[src/rtl/pipe_hazard_ctrl.sv]
// Hazard, forwarding and flush controller for the in-order pipeline.
// Tracks issued instructions through NSTAGES slots after decode.
module pipe_hazard_ctrl #(
    parameter int RWIDTH    = 5,
    parameter int NSTAGES   = 3,
    parameter int LOADSTAGE = 2,
    parameter int CWIDTH    = 32,
    parameter int FWIDTH    = $clog2(NSTAGES + 1)
) (
    input  logic              clk,
    input  logic              reset,
    input  logic              id_valid_i,
    input  logic [RWIDTH-1:0] id_rs1_i,
    input  logic [RWIDTH-1:0] id_rs2_i,
    input  logic              id_rs1_used_i,
    input  logic              id_rs2_used_i,
    input  logic [RWIDTH-1:0] id_rd_i,
    input  logic              id_regwren_i,
    input  logic              id_memren_i,
    input  logic              ex_redirect_i,
    output logic              stall_o,
    output logic              flush_o,
    output logic              issue_o,
    output logic [FWIDTH-1:0] fwd_rs1_o,
    output logic [FWIDTH-1:0] fwd_rs2_o,
    output logic [CWIDTH-1:0] stall_cnt_o,
    output logic [CWIDTH-1:0] flush_cnt_o
);

    localparam logic [CWIDTH-1:0] CNT_MAX = '1;

    logic [NSTAGES:1]             valid_q, valid_d;
    logic [NSTAGES:1]             wr_q, wr_d;
    logic [NSTAGES:1]             ld_q, ld_d;
    logic [NSTAGES:1][RWIDTH-1:0] rd_q, rd_d;
    logic [CWIDTH-1:0]            stall_cnt_q, stall_cnt_d;
    logic [CWIDTH-1:0]            flush_cnt_q, flush_cnt_d;

    logic              haz_rs1_s, haz_rs2_s;
    logic [FWIDTH-1:0] sel_rs1_s, sel_rs2_s;

    // Returns {hazard, select}; scanning from slot 1 makes the youngest producer win.
    function automatic logic [FWIDTH:0] operand_check(
        input logic                         used,
        input logic [RWIDTH-1:0]            idx,
        input logic [NSTAGES:1]             v,
        input logic [NSTAGES:1]             w,
        input logic [NSTAGES:1]             l,
        input logic [NSTAGES:1][RWIDTH-1:0] rd
    );
        logic [FWIDTH-1:0] sel;
        logic              haz;
        logic              found;
        sel   = '0;
        haz   = 1'b0;
        found = 1'b0;
        if (used && (idx != '0)) begin
            for (int k = 1; k <= NSTAGES; k++) begin
                if (!found && v[k] && w[k] && (rd[k] == idx)) begin
                    found = 1'b1;
                    if (l[k] && (k < LOADSTAGE)) begin
                        haz = 1'b1;
                    end else begin
                        sel = FWIDTH'(k);
                    end
                end else begin
                    found = found;
                end
            end
        end else begin
            found = 1'b0;
        end
        return {haz, sel};
    endfunction

    // Per-operand hazard detection and control outputs; reset forces everything idle.
    always_comb begin
        {haz_rs1_s, sel_rs1_s} = operand_check(id_rs1_used_i, id_rs1_i, valid_q, wr_q, ld_q, rd_q);
        {haz_rs2_s, sel_rs2_s} = operand_check(id_rs2_used_i, id_rs2_i, valid_q, wr_q, ld_q, rd_q);
        stall_o   = 1'b0;
        flush_o   = 1'b0;
        issue_o   = 1'b0;
        fwd_rs1_o = '0;
        fwd_rs2_o = '0;
        if (reset) begin
            stall_o = 1'b0;
        end else begin
            flush_o   = ex_redirect_i;
            stall_o   = id_valid_i & (haz_rs1_s | haz_rs2_s) & ~ex_redirect_i;
            issue_o   = id_valid_i & ~stall_o & ~ex_redirect_i;
            fwd_rs1_o = sel_rs1_s;
            fwd_rs2_o = sel_rs2_s;
        end
    end

    // Slot shift register: decode enters slot 1, the oldest slot drops off.
    always_comb begin
        valid_d = '0;
        wr_d    = wr_q;
        ld_d    = ld_q;
        rd_d    = rd_q;
        for (int k = NSTAGES; k >= 2; k--) begin
            valid_d[k] = valid_q[k-1];
            wr_d[k]    = wr_q[k-1];
            ld_d[k]    = ld_q[k-1];
            rd_d[k]    = rd_q[k-1];
        end
        valid_d[1] = issue_o;
        wr_d[1]    = id_regwren_i & (id_rd_i != '0);
        ld_d[1]    = id_memren_i;
        rd_d[1]    = id_rd_i;
        if (reset) begin
            valid_d = '0;
        end else begin
            valid_d = valid_d;
        end
    end

    // Saturating event counters.
    always_comb begin
        stall_cnt_d = stall_cnt_q;
        flush_cnt_d = flush_cnt_q;
        if (reset) begin
            stall_cnt_d = '0;
            flush_cnt_d = '0;
        end else begin
            if (stall_o && (stall_cnt_q != CNT_MAX)) begin
                stall_cnt_d = stall_cnt_q + CWIDTH'(1);
            end else begin
                stall_cnt_d = stall_cnt_q;
            end
            if (flush_o && (flush_cnt_q != CNT_MAX)) begin
                flush_cnt_d = flush_cnt_q + CWIDTH'(1);
            end else begin
                flush_cnt_d = flush_cnt_q;
            end
        end
    end

    // State registers.
    always_ff @(posedge clk) begin
        valid_q     <= valid_d;
        wr_q        <= wr_d;
        ld_q        <= ld_d;
        rd_q        <= rd_d;
        stall_cnt_q <= stall_cnt_d;
        flush_cnt_q <= flush_cnt_d;
    end

    assign stall_cnt_o = stall_cnt_q;
    assign flush_cnt_o = flush_cnt_q;

endmodule

[config.mk]
export PLATFORM = sky130hd
export DESIGN_NAME = pipe_hazard_ctrl
export DESIGN_NICKNAME = d
export VERILOG_FILES = /design/src/rtl/pipe_hazard_ctrl.sv
export SDC_FILE = /design/constraint.sdc
export NUM_CORES = 1
export LEC_CHECK = 0
export BUFFER_PORTS_ARGS = -buffer_cell sky130_fd_sc_hd__buf_2
export CORE_UTILIZATION = 35
export CTS_CLUSTER_SIZE = 8
export DETAILED_ROUTE_END_ITERATION = 8
export MAX_ROUTING_LAYER = met4
export PLACE_DENSITY = 0.55
export SLEW_MARGIN = 20
export SYNTH_ARGS = -nofsm -noshare
export SYNTH_HDL_FRONTEND = slang
export SYNTH_SLANG_ARGS = --single-unit
[constraint.sdc]
create_clock -name clk -period 3.62 [get_ports clk]
set_clock_uncertainty 0.15 [all_clocks]
set_input_delay 0 -clock clk [delete_from_list [all_inputs] [get_ports clk]]
set_output_delay 0 -clock clk [all_outputs]
set_load 0.02 [all_outputs]
# Yosys cells after proc, flatten, opt, wreduce, memory -nomap -nowiden
# Cells that the tools add are included.
dict set report word_totals {
  reg_bits 86
  inputBits 23
  output_inout_bits 71
  elab_cells 79
}
dict set report classes {
  add_sub_neg 2
  eq_ne 8
  muxes 27
  n_bitwise 8
  reduce_logical 26
}
# operator n
set ops {}
lappend ops {{adder 32 x 1 -> 32 bit (second input constant)} 2}
lappend ops {{inequality test 32 bit (second input constant)} 2}
lappend ops {{== test 5 bit} 6}
lappend ops {{two-way mux 2 bit} 10}
lappend ops {{logical AND 1 bit} 19}
lappend ops {{two-way mux 1 bit} 17}
lappend ops {{nonzero test 5 bit} 3}
lappend ops {{AND 1 bit} 5}
lappend ops {{zero test 1 bit} 4}
lappend ops {{inverter 1 bit} 2}
lappend ops {{OR 1 bit} 1}

# Logic depth before layout (Yosys ltp)
dict set report logic_depth {
  word_depth 17
  depth_mapped 8
  mapped_depth_nobuf 7
}

# Worst setup path after synthesis
# OpenSTA, ideal clock, no wires.
dict set report synth_timing {
  path_kind {flip-flop to flip-flop}
  from {reg stall_cnt_q[19], in the netlist stall_cnt_o[19]}
  to {reg stall_cnt_q[26], in the netlist stall_cnt_o[26]}
  setup_time_ns 0.070
  arrival_ns 2.140
  required_ns 3.400
  setup_slack_ns 1.260
  path_stages_with_launch 7
  path_buffers 0
  synth_period_minus_slack_ns 2.360
  path_cell_list {dfxtp_1 > and4_1 > and3_1 > nand2_1 > or4_1 > or4_1 > a21oi_1}
}
dict set report synth_between {
  elab_chain_cells 2
  word_cells_on_any_way 3
  classes_between {add/sub: 1; eq/ne: 1; reduce/logical: 1}
}
# item line
set synth_rtl {}
lappend synth_rtl {{start, declared} 36} ;# logic [CWIDTH-1:0] stall_cnt_q, stall_cnt_d;
lappend synth_rtl {{start signal, assigned} 146} ;# stall_cnt_q <= stall_cnt_d;
lappend synth_rtl {{parallel branches: the longest is 2 deep, another holds adder 32 x 1 -> 32 bit} --}
# Parallel ways; which one is timed is not known.
# A chain may end at the register's enable or synchronous reset.

# Final worst setup path
dict set report layout_timing {
  from {in ex_redirect_i}
  to {reg valid_q[1] (netlist bit)}
}
dict set report layout_between {
  elab_chain_cells 6
}
# item line
set layout_rtl {}
lappend layout_rtl {{start, declared} 20} ;# input logic ex_redirect_i,
lappend layout_rtl {{inverter 1 bit (*)} {89, 90}}
lappend layout_rtl {{AND 1 bit} 89} ;# stall_o = id_valid_i & (haz_rs1_s | haz_rs2_s) & ~ex_redirect_i;
lappend layout_rtl {{inverter 1 bit} 90} ;# issue_o = id_valid_i & ~stall_o & ~ex_redirect_i;
lappend layout_rtl {{AND 1 bit} 90}
lappend layout_rtl {{AND 1 bit (*)} 90}
lappend layout_rtl {{two-way mux 1 bit (*)} 85} ;# if (reset) begin
lappend layout_rtl {{end signal, assigned} 142} ;# valid_q <= valid_d;
lappend layout_rtl {{end, declared} 32} ;# logic [NSTAGES:1] valid_q, valid_d;
# Mark *: on every way between the ends. The rest lies on a longest branch, timed or not.

==> results.yml <==
run_status:
  outcome: "finished clean"
yosys:
  yosys.area.top_type_share_pct: 41.46
  syn_area_um2: 4153
  synth_area_per_cell_um2: 8.616
  synth_seq_cells: 86
  synthTopCellsByArea: "dfxtp_1, xor2_1, xnor2_1"
  synth_top_area_cell: "dfxtp_1"
  synthArstFlopShare_pct: 0
  syn_inst: 482
  dominantRegCellSynth: "dfxtp_1"
  synth_nets: 507
  yosysSeqAreaShare_pct: 41.46
  yosysWarnings: 0
  synth-edff-count: 0
  yosysUniqueCellTypes: 41
cts:
  htreeDepth: 3
  cts.sink_count: 86
  cts_resized: 0
  worstSkewPairLatency_ns: 0.34
  numCtsBuffers: 9
  cts.hold.buffers_added: 10
  cts.path.max_buffers: 2
  post_cts_buffers: 0
  ctsRootBufferMaster: "clkbuf_16"
  clkTransAtPathRegs_ns: 0.06
  cts_tree: "yes"
setup_path:
  required_ns: 3.70
  reg2reg_from: "rd_d[9]$_DFF_P_"
  crit_fanout: 24
  critPathArrivalTime_ns: 2.75
  cp-start-kind: "input port"
  endpoint_kind: "flip-flop"
  critical_path_class: "input port to flip-flop"
  r2r_cells: 7
  startpoint: "ex_redirect_i"
power_and_ir_drop:
  leakage_nw: 2.044
  total_power_mw: 1.996
  vdd_drop_max_v: 0.0003202
  cellPowerDensity_nw_per_um2: 387.3
grt:
  grt_max_degree: 78
  grt_util_all_layers_pct: 18.44
  antenna_found_initial: 0
  grt_overflow: 0
  grt_pass1_vias: 3652
  grt_first_pass_wirelength_mm: 17.95
routing:
  vias: 3916
  dr.pass1.iters: 4
  drcViolationCount: 0
  drt_wl_total_mm: 10.83
  wire_per_inst_um: 14.79
  drt-vias-per-instance: 5.350
  ant_nets: 0
  drt_iter0_drc: 189
timing:
  setup_viol: 0
  rsz0062_at_grt: "no"
  finalSetupTns_ns: 0
  hold_viol: 0
  fin_crit_ns: 2.674
  period_share_pct: 73.87
  fmax_mhz: 374.0
  max_slew_margin_pct: 45.99
  slew_viol_final: 0
  worst_pin_slew_ns: 0.8102
layout:
  layout-drive-gt1-share_pct: 20.54
  fillerInstances: 1172
  most-common-layout-cells: "buf_2, dfxtp_1, nor2_1, nand4_1, xor2_1"
  antenna_cells: 0
  multi_input_area_um2: 2349
  seqCellArea_um2: 1722
  layout_commonest_cell: "buf_2"
  nets: 609
  synthToLayoutAreaGrowth_pct: 24.10
worst_hold_path:
  min_from: "reset"
  min_path_type: "input port to flip-flop"
  hold_path_depth: 6
job:
  cap_violations: 0
floorplan:
  placementRows: 39
  core_um2: 11470
  start_util_pct: 36.21
  dieArea_um2: 12300
  die_height_um: 110.9
  io_pins: 94
  die_x_um: 110.9
place:
  globalplace.congestion: 0.8229
  dp_hpwl_mm: 7.759
  io_buffers: 93
## metal layers
layer | routed length (um) | GRT usage (%) | share of wire [%] | vias to the layer above
met5 | 0 | - | 0 | -
met4 | 201 | 7.467 | 1.9 | 0
met2 | 4847 | 28.61 | 45 | 100
met3 | 438 | 3.062 | 4.0 | 16
met1 | 5341 | 23.86 | 49 | 1842
li1 | - | - | - | 1958
## Yosys cell counts (all sizes together), types with 5 or more instances
master,number
a21oi,30
and2,5
and3,12
and4,13
clkbuf,13
dfxtp,86
inv,5
mux2,5
nand2,26
nand3,25
nand4,31
nor2,52
nor2b,9
nor3,10
o21ai,27
o31ai,5
or3,24
or4,13
xnor2,27
xor2,31
## metrics by stage
stage | hold WS, ns | cells | cell area, um^2 | utilization (%) | setup WS [ns]
floorplan | -0.1223 | 482 | 4153 | - | 1.260
CTS | 0.06040 | 732 | 5154 | 44.94 | 0.9518
global placement | -0.04503 | 706 | 4763 | 41.54 | 1.069
detailed placement | -0.03474 | 706 | 4763 | 41.54 | 1.025
finish | 0.04931 | 732 | 5154 | 44.94 | 0.9459
global route | 0.1294 | 732 | 5154 | 44.94 | 0.7851
## cells by family after synthesis
family / count (synthesis) / synth area share [%]
AOI/OAI and AO/OA: 77 / 10.97
xor gates and xnor gates: 58 / 12.23
adders and majority gates: 2 / 0.6025
buffers and inverters: 21 / 1.989
DFF: 86 / 41.46
muxes: 7 / 1.838
and+or+nand+nor: 231 / 30.91
## worst paths after layout
| check | endpoint | slack (ns) |
|---|---|---|
| hold / removal | flush_cnt_o[5]$_SDFFE_PP0P_ | 0.05 |
| hold reg to reg | wr_q[3]$_DFF_P_ | 0.20 |
| setup / recovery | valid_q[1]$_SDFF_PP0_ | 0.95 |
| setup reg to reg | valid_q[1]$_SDFF_PP0_ | 0.95 |
## critical path, stage by stage
cell           delay (ns)
dlygate4sd3_1        0.53
buf_2                0.18
and3b_1              0.27
o211ai_1             0.11
nor3_1               0.56
nor2_1               0.11
buf_4                0.24
nor4bb_1             0.16
dlygate4sd3_1        0.60
## final cells by class
class	instances	share of cell area [%]
clock buffers	9	4.370
clock inverters	7	1.262
inverters	5	0.3642
multi-input cells	375	45.57
flip-flops and latches	86	33.41
well taps	143	3.472
repair buffers	107	11.56
## power by group
group | switching [mW] | internal, mW
sequential | 0.0134 | 0.961
combinational | 0.0574 | 0.0467
clock | 0.388 | 0.530
## sequential cells by signal, summed over array words and instances, names as in the netlist
name	cells
flush_cnt_o	32
ld_q	1
rd_d	10
rd_q	5
stall_cnt_o	32
valid_q	3
wr_q	3
No activity file was read; power rests on OpenSTA's default activity.
